$ cat src/rtl/grid_renderer.sv
// grid_renderer: paints a COLS x ROWS grid of square cells into a pixel
// frame adapter. After the display reports ready (sync), every cell is filled
// once in C_OFF. Afterwards, queued draw requests repaint single cells in the
// colour selected by the request state.
//
// Ports
//   CLOCK_50   sole clock, rising edge
//   nReset     asynchronous active-low reset
//   sync       display ready; starts the power-up fill
//   req_valid  draw request present
//   req_col    target column
//   req_row    target row
//   req_state  cell state, selects the colour
//   req_ready  request queue not full
//   req_err    one-cycle pulse after an out-of-range request is accepted
//   busy       painting (power-up fill or cell draw)
//   init_done  power-up fill complete
//   pix_x      registered pixel x
//   pix_y      registered pixel y
//   pix_color  registered pixel colour
//   pix_write  registered pixel write strobe
module grid_renderer #(
  parameter int COLS                = 12,
  parameter int ROWS                = 12,
  parameter int CELL                = 30,
  parameter int PITCH               = 33,
  parameter int X0                  = 214,
  parameter int Y0                  = 32,
  parameter int CDEPTH              = 9,
  parameter logic [CDEPTH-1:0] C_OFF    = 9'd7,
  parameter logic [CDEPTH-1:0] C_ON     = 9'h1FF,
  parameter logic [CDEPTH-1:0] C_PLAY   = 9'h1C0,
  parameter logic [CDEPTH-1:0] C_CURSOR = 9'h038,
  parameter int FIFO_DEPTH          = 4
) (
  input  logic              CLOCK_50,
  input  logic              nReset,
  input  logic              sync,
  input  logic              req_valid,
  input  logic [3:0]        req_col,
  input  logic [3:0]        req_row,
  input  logic [1:0]        req_state,
  output logic              req_ready,
  output logic              req_err,
  output logic              busy,
  output logic              init_done,
  output logic [9:0]        pix_x,
  output logic [8:0]        pix_y,
  output logic [CDEPTH-1:0] pix_color,
  output logic              pix_write
);

  localparam logic [1:0] S_INIT_WAIT = 2'd0;
  localparam logic [1:0] S_INIT_DRAW = 2'd1;
  localparam logic [1:0] S_IDLE      = 2'd2;
  localparam logic [1:0] S_DRAW      = 2'd3;

  localparam int         AW       = $clog2(FIFO_DEPTH);
  localparam logic [8:0] LAST_D   = 9'(CELL - 1);
  localparam logic [3:0] LAST_COL = 4'(COLS - 1);
  localparam logic [3:0] LAST_ROW = 4'(ROWS - 1);

  // Request queue: entry layout {col[9:6], row[5:2], state[1:0]}.
  logic [9:0]  fifo_mem_q [FIFO_DEPTH];
  logic [AW:0] wr_ptr_q, wr_ptr_d;
  logic [AW:0] rd_ptr_q, rd_ptr_d;
  logic        fifo_full, fifo_empty;
  logic [9:0]  head;

  logic [1:0]  state_q, state_d;
  logic [3:0]  col_q, col_d;
  logic [3:0]  row_q, row_d;
  logic [1:0]  cst_q, cst_d;
  logic [8:0]  dx_q, dx_d;
  logic [8:0]  dy_q, dy_d;
  logic        init_done_q, init_done_d;
  logic        req_err_q, req_err_d;
  logic        rst_done_q;
  logic [9:0]  pix_x_q, pix_x_d;
  logic [8:0]  pix_y_q, pix_y_d;
  logic [CDEPTH-1:0] pix_color_q, pix_color_d;
  logic        pix_write_q, pix_write_d;

  logic        accept, in_range, push, pop, cell_last;
  logic [10:0] x_full, y_full;

  function automatic logic [CDEPTH-1:0] state_colour(input logic [1:0] s);
    case (s)
      2'd0:    return C_OFF;
      2'd1:    return C_ON;
      2'd2:    return C_PLAY;
      default: return C_CURSOR;
    endcase
  endfunction

  // The extra pointer bit tells full from empty when the indices match.
  assign fifo_full  = (wr_ptr_q[AW] != rd_ptr_q[AW]) &&
                      (wr_ptr_q[AW-1:0] == rd_ptr_q[AW-1:0]);
  assign fifo_empty = (wr_ptr_q == rd_ptr_q);
  assign head       = fifo_mem_q[rd_ptr_q[AW-1:0]];

  // Ready is held low until the first edge after reset release.
  assign req_ready  = rst_done_q && !fifo_full;
  assign accept     = req_valid && req_ready;
  assign in_range   = ({1'b0, req_col} < 5'(COLS)) && ({1'b0, req_row} < 5'(ROWS));
  assign push       = accept && in_range;
  assign req_err_d  = accept && !in_range;

  assign cell_last  = (dx_q == LAST_D) && (dy_q == LAST_D);
  assign x_full     = 11'(X0) + 11'(col_q) * 11'(PITCH) + 11'(dx_q);
  assign y_full     = 11'(Y0) + 11'(row_q) * 11'(PITCH) + 11'(dy_q);

  always_comb begin
    // NOTE: every output of this block gets a default first, so no path
    // leaves one unassigned and no latch is inferred.
    state_d     = state_q;
    col_d       = col_q;
    row_d       = row_q;
    cst_d       = cst_q;
    dx_d        = dx_q;
    dy_d        = dy_q;
    init_done_d = init_done_q;
    pix_x_d     = pix_x_q;
    pix_y_d     = pix_y_q;
    pix_color_d = pix_color_q;
    pix_write_d = 1'b0;
    pop         = 1'b0;

    case (state_q)
      S_INIT_WAIT: begin
        if (sync) begin
          state_d = S_INIT_DRAW;
          col_d   = '0;
          row_d   = '0;
          dx_d    = '0;
          dy_d    = '0;
        end
      end

      S_INIT_DRAW: begin
        pix_write_d = 1'b1;
        pix_x_d     = 10'(x_full);
        pix_y_d     = 9'(y_full);
        pix_color_d = C_OFF;
        if (cell_last) begin
          dx_d = '0;
          dy_d = '0;
          if (col_q == LAST_COL) begin
            col_d = '0;
            if (row_q == LAST_ROW) begin
              row_d       = '0;
              state_d     = S_IDLE;
              init_done_d = 1'b1;
            end else begin
              row_d = row_q + 4'd1;
            end
          end else begin
            col_d = col_q + 4'd1;
          end
        end else if (dx_q == LAST_D) begin
          dx_d = '0;
          dy_d = dy_q + 9'd1;
        end else begin
          dx_d = dx_q + 9'd1;
        end
      end

      S_IDLE: begin
        pop = !fifo_empty;
      end

      default: begin // S_DRAW
        pix_write_d = 1'b1;
        pix_x_d     = 10'(x_full);
        pix_y_d     = 9'(y_full);
        pix_color_d = state_colour(cst_q);
        if (cell_last) begin
          // Chain straight into the next queued cell so writes stay gapless.
          pop     = !fifo_empty;
          state_d = S_IDLE;
          dx_d    = '0;
          dy_d    = '0;
        end else if (dx_q == LAST_D) begin
          dx_d = '0;
          dy_d = dy_q + 9'd1;
        end else begin
          dx_d = dx_q + 9'd1;
        end
      end
    endcase

    if (pop) begin
      state_d = S_DRAW;
      col_d   = head[9:6];
      row_d   = head[5:2];
      cst_d   = head[1:0];
      dx_d    = '0;
      dy_d    = '0;
    end
  end

  assign wr_ptr_d = wr_ptr_q + (AW+1)'(push);
  assign rd_ptr_d = rd_ptr_q + (AW+1)'(pop);

  // NOTE: sequential state uses non-blocking assignments only, so every flop
  // samples the pre-edge value of every other flop.
  always_ff @(posedge CLOCK_50 or negedge nReset) begin
    if (!nReset) begin
      state_q     <= S_INIT_WAIT;
      col_q       <= '0;
      row_q       <= '0;
      cst_q       <= '0;
      dx_q        <= '0;
      dy_q        <= '0;
      wr_ptr_q    <= '0;
      rd_ptr_q    <= '0;
      init_done_q <= 1'b0;
      req_err_q   <= 1'b0;
      rst_done_q  <= 1'b0;
      pix_x_q     <= 10'(X0);
      pix_y_q     <= 9'(Y0);
      pix_color_q <= C_OFF;
      pix_write_q <= 1'b0;
    end else begin
      state_q     <= state_d;
      col_q       <= col_d;
      row_q       <= row_d;
      cst_q       <= cst_d;
      dx_q        <= dx_d;
      dy_q        <= dy_d;
      wr_ptr_q    <= wr_ptr_d;
      rd_ptr_q    <= rd_ptr_d;
      init_done_q <= init_done_d;
      req_err_q   <= req_err_d;
      rst_done_q  <= 1'b1;
      pix_x_q     <= pix_x_d;
      pix_y_q     <= pix_y_d;
      pix_color_q <= pix_color_d;
      pix_write_q <= pix_write_d;
    end
  end

  // NOTE: the queue storage has no reset; resetting the pointers empties the
  // queue, and stale entries are never read.
  always_ff @(posedge CLOCK_50) begin
    if (push) fifo_mem_q[wr_ptr_q[AW-1:0]] <= {req_col, req_row, req_state};
  end

  assign busy      = (state_q == S_INIT_DRAW) || (state_q == S_DRAW);
  assign init_done = init_done_q;
  assign req_err   = req_err_q;
  assign pix_x     = pix_x_q;
  assign pix_y     = pix_y_q;
  assign pix_color = pix_color_q;
  assign pix_write = pix_write_q;

endmodule

$ cat config.mk
export PLATFORM = sky130hd
export DESIGN_NAME = grid_renderer
export DESIGN_NICKNAME = d
export VERILOG_FILES = /design/src/rtl/grid_renderer.sv
export SDC_FILE = /design/constraint.sdc
export NUM_CORES = 1
export LEC_CHECK = 0
export ABC_AREA = 1
export ABC_CLOCK_PERIOD_IN_PS = 3650
export CORE_ASPECT_RATIO = 1.4
export CORE_MARGIN = 4
export CORE_UTILIZATION = 63
export CTS_CLUSTER_SIZE = 10
export DETAILED_ROUTE_END_ITERATION = 6
export PLACE_DENSITY = 0.95
export RECOVER_POWER = 100
export REMOVE_ABC_BUFFERS = 1
export SLEW_MARGIN = 15
export SYNTH_ARGS = -nofsm -noshare
export SYNTH_HDL_FRONTEND = slang
export SYNTH_SLANG_ARGS = --single-unit
$ cat constraint.sdc
create_clock -name CLOCK_50 -period 3.65 [get_ports CLOCK_50]
set_input_delay 0.365 -clock CLOCK_50 [delete_from_list [all_inputs] [get_ports CLOCK_50]]
set_output_delay 0.365 -clock CLOCK_50 [all_outputs]
set_load 0.01 [all_outputs]
==> qor.txt, run 1 <==
Post-synth EDFFs: 40
share of layout cells above drive strength 1: 5.60%
fill cell count: 614
Hold Buf Count CTS: 0
post_cts resized: 0
WS Path Type: flip-flop to flip-flop
Pwr Density: 597 nW/um2
Critical Path AT: 3390 ps
Iteration-0 DRC Markers: 430
I/O Buffers: 46
P_leak: 3.41 nW
H-tree Lvls: 3
antenna violations before repair: 0
final setup skew: 6.92 ps
grt ovf: 0
Worst slew margin: -64.6%
P&R area growth vs syn: 13.8%
Combinational Power Share: 33.9%
clk_lat worst skew: 350 ps
initial core utilization: 65.0%
largest net degree at the start of global routing: 47
Syn Std Cell Area: 5900 um2
Synth Area per Inst: 8.81 um2
post-synth top area share: 23.3%
FF-to-FF path depth: 9
Final Util: 74.0%
Reg area: 2760 um2
Syn Inst Count: 670
routed len/inst: 16.4 um
clock share of power: 26.7%
most instantiated cells after synthesis: nand2_1, inv_1, nor2_1
Ant. Diodes: 0
area leader, netlist: dfrtp_1
Hold Path Stages: 2
worst vdd ir: 0.520 mV
count of different cell masters after synthesis: 39
Via density: 5.90
RSZ-0062 raised after global routing: false
Hold Crit Class: flip-flop to flip-flop
failing checks: capacitance limit, slew limit
worst-path fanout max: 23
Chip Height: 123 um
DRC viols: 0
Hold Path Sink: pix_x[2]
CP endpoint kind: flip-flop
Routed WL: 13.5 mm
die width: 89.8 um
Die Area: 11000 um2
Switch Pwr: 1.43 mW
row count: 41
CTS buffer count: 9
TNS Setup: 0 ps
#FFs+latches synth: 102
setup violators final: 0
crit path launch type: flip-flop
YS warnings: 0
CORE AREA: 9080 um2
Pins Over Slew Limit: 47
Final Hold Vio Count: 0
dpl hpwl: 9.16 mm
top achievable clock speed: 323 MHz
sequential-to-total area share from yosys stat: 46.8%
Placer Congestion: 0.921
worst r2r src: state_q[1]
Clock Tree Buf Depth: 2
vias: 4842
crit share post-route: 84.9%
max-cap viol count: 1
router iterations before antenna repair: 6
first-pass GRT wire length: 22.1 mm
GRT Total Usage: 25.4%
top cells by area, synth: dfrtp_1, edfxtp_1, ha_1, nand2_1, inv_1
RR Endpoint: dy_q[0]
Critical Path RT: 3950 ps
post-route ant nets: 0
postcts setup bufs: 0
vias in the first global route: 4873
crit path time final: 3100 ps
area of the multi-input gates: 2680 um2
reg2reg setup slack: 550 ps
clock root buffer master: clkbuf_16
count leader, synth: nand2_1
Reg clk slew, reported paths: 70 ps
CTS tree: built
status: complete, but fails checks
Int Power: 2.58 mW
Sink Count: 102
share of power burned in registers: 39.5%
Layout Nets: 780
worst slew pin tran: 2470 ps
Worst Min Path Start: pix_x[2]
switching share of total power: 35.8%
FFs w/ async S/R, synth: 60.8%
Top-Level Pins: 47
ys flop type: dfrtp_1
## logic make-up (layout without fill, tap and decap cells)
logic type,count (synthesis),count (layout),synth area share [%]
AOI/OAI and AO/OA,81,81,7.59
buffers and inverters,110,154,7.74
xor gates and xnor gates,19,19,2.82
DFF,102,102,46.8
adders and majority gates,57,57,13.0
and+or+nand+nor,300,300,22.0
other,1,1,0.0635
## layout by cell type (no fill, tap or decap), types with 3 or more instances in the layout
cell           instances
a21oi_1               17
a31oi_1                5
clkbuf_1               6
clkbuf_16              9
clkinv_1               5
dfrtp_1               55
dfstp_2                7
dlygate4sd3_1         43
edfxtp_1              40
fa_1                   7
ha_1                  50
inv_1                 76
inv_2                  3
nand2_1              160
nand2_2                4
nand2_4                3
nand3_1               52
nand4_1                9
nor2_1                60
nor3_1                 3
o21ai_0               33
o21ai_1                7
o21bai_1               4
o22ai_1               11
xnor2_1                6
xor2_1                13
## metrics by stage
| step | std cells | instance area, um2 | worst slack [ps] | hold WS (ps) | power [mW] |
|---|---|---|---|---|---|
| finish | 821 | 6720 | 551 | 466 | 4.01 |
| global route | 821 | 6720 | 417 | 474 | 4.25 |
| CTS | 821 | 6740 | 904 | 228 | 4.03 |
| detailed placement | 805 | 6410 | 902 | 455 | 2.95 |
| global placement | 805 | 6410 | 1070 | 455 | 2.84 |
| floorplan | 645 | 5770 | 1150 | 69.4 | 2.50 |
## worst max-delay path, stage by stage (launching register included)
cell	delay [ps]
dfrtp_1	490
nor2_1	670
inv_1	430
nor2_1	260
clkinv_1	110
nand2_2	190
inv_1	370
nand2_2	330
nand2_1	110
nand2_1	70
## power groups by stage
stage / Sequential, mW / Combinational [mW] / Clock (mW)
6_report: 1.58 / 1.36 / 1.07
5_1_grt: 1.60 / 1.51 / 1.13
4_1_cts: 1.58 / 1.38 / 1.07
3_5_place_dp: 1.60 / 1.35 / 0
3_3_place_gp: 1.59 / 1.25 / 0
2_1_floorplan: 1.59 / 0.906 / 0
## flip-flops by register name, summed over array words and instances, names as in the netlist, 3 cells and up
register and flops:
col_q 4, dx_q 9, dy_q 9, fifo_mem_q 40, pix_color 3, pix_x 10
pix_y 9, rd_ptr_q 3, row_q 4, wr_ptr_q 3
## routing by layer
metal | up-vias | part of all wire (%) | track usage (%) | routed length [um]
li1 | 2257 | - | - | -
met1 | 2310 | 37 | 26.3 | 4990
met2 | 214 | 53 | 48.7 | 7150
met3 | 61 | 5.9 | 4.72 | 791
met4 | 0 | 4.1 | 13.7 | 555
met5 | - | 0 | 0 | 0
## area by class of cell
type / instances / share of cell area (%)
clock inverters: 7 / 1.55
inverters: 85 / 4.77
clock buffers: 9 / 3.35
well taps: 107 / 1.99
flip-flops and latches: 102 / 41.1
repair buffers: 53 / 7.27
multi-input cells: 458 / 39.9
## how the worst max path moves through the flow
stage / start / end / slack, ps / cells after the start
after floorplan: col_q[2] / pix_x[6] / 1150 / 12
after global placement: col_q[2] / pix_x[6] / 1070 / 12
after detailed placement: col_q[2] / pix_x[8] / 900 / 13
after CTS: col_q[2] / pix_x[8] / 900 / 13
after global routing: state_q[1] / dy_q[2] / 420 / 9
final: state_q[1] / dy_q[0] / 550 / 9
(Power assumes the default switching activity.)
==> run 2, diff against run 1 <==
--- a/config.mk
+++ b/config.mk
@@ -6,13 +6,13 @@
 export NUM_CORES = 1
 export LEC_CHECK = 0
 export ABC_AREA = 1
-export ABC_CLOCK_PERIOD_IN_PS = 3650
+export ABC_CLOCK_PERIOD_IN_PS = 3200
 export CORE_ASPECT_RATIO = 1.4
 export CORE_MARGIN = 4
-export CORE_UTILIZATION = 63
+export CORE_UTILIZATION = 59
 export CTS_CLUSTER_SIZE = 10
 export DETAILED_ROUTE_END_ITERATION = 6
-export PLACE_DENSITY = 0.95
+export PLACE_DENSITY = 0.93
 export RECOVER_POWER = 100
 export REMOVE_ABC_BUFFERS = 1
 export SLEW_MARGIN = 15
==> constraint.sdc (replaced) <==
create_clock -name CLOCK_50 -period 3.2 [get_ports CLOCK_50]
set_input_delay 0.32 -clock CLOCK_50 [delete_from_list [all_inputs] [get_ports CLOCK_50]]
set_output_delay 0.32 -clock CLOCK_50 [all_outputs]
set_load 0.01 [all_outputs]
==> qor.txt, run 2 (same netlist as run 1, synthesis figures left out) <==
worst r2r src: dx_q[0]
Layout Nets: 782
H-tree Lvls: 3
Clock Tree Buf Depth: 2
vias in the first global route: 4934
RSZ-0062 raised after global routing: false
top achievable clock speed: 345 MHz
status: complete, but fails checks
Pwr Density: 652 nW/um2
first-pass GRT wire length: 22.2 mm
post_cts resized: 0
Reg clk slew, reported paths: 70 ps
Post-DP Area: 6450 um2
CTS tree: built
CP delay by family, top: adder cells
routed len/inst: 15.5 um
Worst slew margin: -1.35%
Die Area: 11700 um2
Pins Over Slew Limit: 63
Placer Congestion: 0.957
largest net degree at the start of global routing: 63
Critical Path RT: 3430 ps
final setup skew: 12.9 ps
Chip Height: 126 um
grt ovf: 0
CP peak stage delay: 480 ps
P_leak: 3.41 nW
GRT Total Usage: 23.8%
TNS Setup: 0 ps
clk_lat worst skew: 350 ps
Iteration-0 DRC Markers: 438
row count: 42
Hold Crit Class: input port to async pin
FF-to-FF path depth: 12
setup violators final: 0
CTS buffer count: 9
reg2reg setup slack: 300 ps
Final Hold Vio Count: 0
share of layout cells above drive strength 1: 6.01%
commonest non-fill, non-tap cells in the layout: nand2_1, inv_1, nor2_1, dfrtp_1, nand3_1
Ant. Diodes: 0
crit path launch type: flip-flop
max reg flops: 40
initial core utilization: 61.4%
clock root buffer master: clkbuf_16
vias: 4852
Via density: 5.72
WS Path Type: flip-flop to flip-flop
worst-path fanout max: 14
Hold Buf Count CTS: 0
P&R area growth vs syn: 13.5%
router iterations before antenna repair: 6
antenna violations before repair: 0
postcts setup bufs: 0
I/O Buffers: 46
CORE AREA: 9620 um2
CP endpoint kind: flip-flop
worst slew pin tran: 1520 ps
post-route ant nets: 0
Critical Path AT: 3120 ps
commonest non-fill, non-tap cell in the layout: nand2_1
slowest cell on the critical path: clkinvlp_2
CP bufs+invs: 2
crit share post-route: 90.5%
stages on the worst setup path: 12
failing checks: capacitance limit, slew limit
worst vdd ir: 0.389 mV
die width: 92.5 um
Sink Count: 102
DRC viols: 0
Routed WL: 13.2 mm
Design Area, Final: 6700 um2
dpl hpwl: 9.13 mm
Top-Level Pins: 47
max-cap viol count: 1
RR Endpoint: rd_ptr_q[2]
Critical Path, Cell by Cell: ha_1 > inv_1 > nor2_1 > nand2_1 > nor2_8 > nand2_4 > nand2_4 > nand2_4 > clkinvlp_2 > ha_1 > ha_1 > xor2_1
crit path time final: 2900 ps
run 2: through the flow:
step                      utilization [%]  hold WS (ps)  power (mW)  setup slack, ps  std cells
after floorplan                         -          24.4        2.85              697        645
after global placement               67.1           455        3.24              615        832
after detailed placement             67.1           463        3.35              453        832
after CTS                            70.0           168        4.40              414        848
after global routing                 69.7           494        4.68              119        848
final                                69.7           424        4.37              304        848
run 2: worst max-delay path by stage:
stage / from / endpoint / slack, ps
2_1_floorplan: col_q[2] / pix_x[6] / 700
3_3_place_gp: col_q[2] / pix_x[6] / 610
3_5_place_dp: col_q[2] / pix_x[6] / 450
4_1_cts: col_q[2] / pix_x[6] / 410
5_1_grt: dx_q[0] / rd_ptr_q[2] / 120
6_report: dx_q[0] / rd_ptr_q[2] / 300
run 2: where the power goes:
group | switching, mW | internal, mW | total (mW)
Clock | 0.493 | 0.534 | 1.03
Combinational | 0.901 | 0.634 | 1.53
Sequential | 0.203 | 1.60 | 1.81
run 2: final cells by class:
| class | count | area [um2] |
|---|---|---|
| Tap cell | 132 | 165 |
| Sequential cell | 102 | 2760 |
| Clock buffer | 10 | 229 |
| Clock inverter | 6 | 43.8 |
| Inverter | 85 | 320 |
| Fill cell | 724 | 2920 |
| Timing Repair Buffer | 55 | 502 |
| Multi-Input combinational cell | 458 | 2680 |
run 2: routing by layer:
metal | vias to the layer above | part of all wire, % | track usage [%]
li1 | 2272 | - | -
met2 | 199 | 54 | 43.3
met1 | 2326 | 37 | 25.9
met4 | 0 | 4.3 | 12.5
met3 | 55 | 5.3 | 4.50
met5 | - | 0 | 0
==> run 3, diff against run 2 <==
--- a/config.mk
+++ b/config.mk
@@ -5,14 +5,13 @@
 export SDC_FILE = /design/constraint.sdc
 export NUM_CORES = 1
 export LEC_CHECK = 0
-export ABC_AREA = 1
 export ABC_CLOCK_PERIOD_IN_PS = 3200
 export CORE_ASPECT_RATIO = 1.4
 export CORE_MARGIN = 4
-export CORE_UTILIZATION = 59
+export CORE_UTILIZATION = 58
 export CTS_CLUSTER_SIZE = 10
 export DETAILED_ROUTE_END_ITERATION = 6
-export PLACE_DENSITY = 0.93
+export PLACE_DENSITY = 0.92
 export RECOVER_POWER = 100
 export REMOVE_ABC_BUFFERS = 1
 export SLEW_MARGIN = 15
==> qor.txt, run 3 <==
count of different cell masters after synthesis: 63
WS Path Type: flip-flop to flip-flop
area leader, netlist: dfrtp_1
YS warnings: 0
post-synth top area share: 24.9%
P&R area growth vs syn: 14.8%
CP endpoint kind: flip-flop
antenna violations before repair: 0
GR Layer Usage met1: 23.6%
Hold Buf Count CTS: 0
max-cap viol count: 1
TNS Setup: 0 ps
worst vdd ir: 0.564 mV
Synth Area per Inst: 11.9 um2
Post-synth EDFFs: 40
slowest cell on the critical path: fa_1
Syn Inst Count: 466
top cells by area, synth: dfrtp_1, edfxtp_1, ha_1, mux4_2, dfstp_2
grt ovf: 0
count leader, synth: dfrtp_1
share of layout cells above drive strength 1: 10.6%
Sink Count: 102
die width: 90.6 um
routed len/inst: 17.8 um
failing checks: capacitance limit, slew limit
CTS tree: built
Place WS: 230 ps
Pins Over Slew Limit: 37
worst-path fanout max: 4
P_leak: 2.68 nW
row count: 41
fill cell count: 626
dpl hpwl: 8.22 mm
CP peak stage delay: 540 ps
largest net degree at the start of global routing: 42
max reg flops: 40
post_cts resized: 0
met2 usage: 40.0%
Reg clk slew, reported paths: 70 ps
DRC viols: 0
Worst slew margin: -30.1%
commonest non-fill, non-tap cell in the layout: dfrtp_1
Top-Level Pins: 47
initial core utilization: 60.3%
vias: 3878
final setup skew: 8.58 ps
CTS buffer count: 9
top achievable clock speed: 331 MHz
worst setup margin: 179 ps
Routed WL: 11.2 mm
post-route ant nets: 0
FFs w/ async S/R, synth: 60.8%
Via density: 6.18
most instantiated cells after synthesis: dfrtp_1, ha_1, inv_1
Clock Tree Buf Depth: 2
I/O Buffers: 46
setup violators final: 0
Worst path most repeated cell: inv_1
Chip Height: 124 um
#FFs+latches synth: 102
CORE AREA: 9180 um2
clk_lat worst skew: 340 ps
CP delay by family, top: adder cells
Critical Path AT: 3300 ps
Pwr Density: 411 nW/um2
Hold Crit Class: flip-flop to flip-flop
postcts setup bufs: 0
router iterations before antenna repair: 5
GRT Total Usage: 21.4%
crit share post-route: 94.4%
crit path time final: 3020 ps
Layout Nets: 587
Die Area: 11200 um2
GR peak layer: met2
H-tree Lvls: 3
Ant. Diodes: 0
vias in the first global route: 4117
clock root buffer master: clkbuf_16
met3 usage: 4.05%
Critical Path, Cell by Cell: inv_1 > ha_1 > inv_1 > fa_1 > inv_1 > ha_1 > inv_1 > fa_1 > nor2b_1 > o21ai_0 > a21boi_0 > or4_1 > nand3_1
ys flop type: dfrtp_1
Syn Std Cell Area: 5540 um2
sequential-to-total area share from yosys stat: 49.9%
Final Hold Vio Count: 0
CP bufs+invs: 4
Placer Congestion: 0.858
Critical Path RT: 3480 ps
crit path launch type: flip-flop
first-pass GRT wire length: 19.0 mm
worst slew pin tran: 1950 ps
RSZ-0062 raised after global routing: false
Iteration-0 DRC Markers: 249
status: complete, but fails checks
commonest non-fill, non-tap cells in the layout: dfrtp_1, ha_1, dlygate4sd3_1, inv_1, edfxtp_1
==> run 3: final timing paths <==
check	slack (ps)	cells after the start	end	startpoint
max in group asynchronous	970	2	cst_q[0]	nReset
min in group asynchronous	520	1	pix_y[4]	nReset
worst min register to register	480	2	pix_x[6]	pix_x[6]
worst max register to register	180	13	pix_x[8]	col_q[2]
worst min-delay path	480	2	pix_x[6]	pix_x[6]
worst max-delay path	180	13	pix_x[8]	col_q[2]
==> run 3: through the flow <==
stage	util (%)	std cells	power, mW	cell area, um2	hold WS, ps
2_1_floorplan	-	447	1.56	5440	24.4
3_3_place_gp	66.7	612	1.64	6120	451
3_5_place_dp	66.7	612	1.66	6120	456
4_1_cts	69.6	628	2.64	6390	86.2
5_1_grt	69.2	628	2.71	6350	518
6_report	69.2	628	2.61	6350	483
==> run 3: cells by family after synthesis <==
family / share of synthesized area, %
and+or+nand+nor: 10.8
DFF: 49.9
AOI/OAI and AO/OA: 10.6
buffers and inverters: 4.50
xor gates and xnor gates: 2.85
other: 0.0677
muxes: 7.50
adders and majority gates: 13.8
==> run 3: cell type report <==
type	instances	area [um2]	area share (%)
clock buffer	10	229	3.60
timing repair buffer	58	514	8.09
multi-input combinational	304	2520	39.7
tap	107	134	2.11
clock inverter	6	38.8	0.610
sequential	102	2760	43.5
inverter	41	154	2.42
==> run 3: metal layers <==
layer / share of wire, % / vias up
li1: - / 1800
met1: 37 / 1931
met2: 56 / 118
met3: 4.3 / 29
met4: 2.6 / 0
met5: 0 / -
==> run 3: tightest hold or removal path: stages, from the launching register on <==
cell and delay, ps:
dfstp_2 370, nand2_1 50, o31ai_1 60
==> run 3: report_power, final <==
group	leakage (nW)	switching [mW]	total (mW)	internal, mW
Combinational	1.46	0.103	0.166	0.0626
Clock	0.130	0.470	0.995	0.525
Sequential	1.08	0.0366	1.45	1.42
Total	2.67	0.609	2.61	2.01
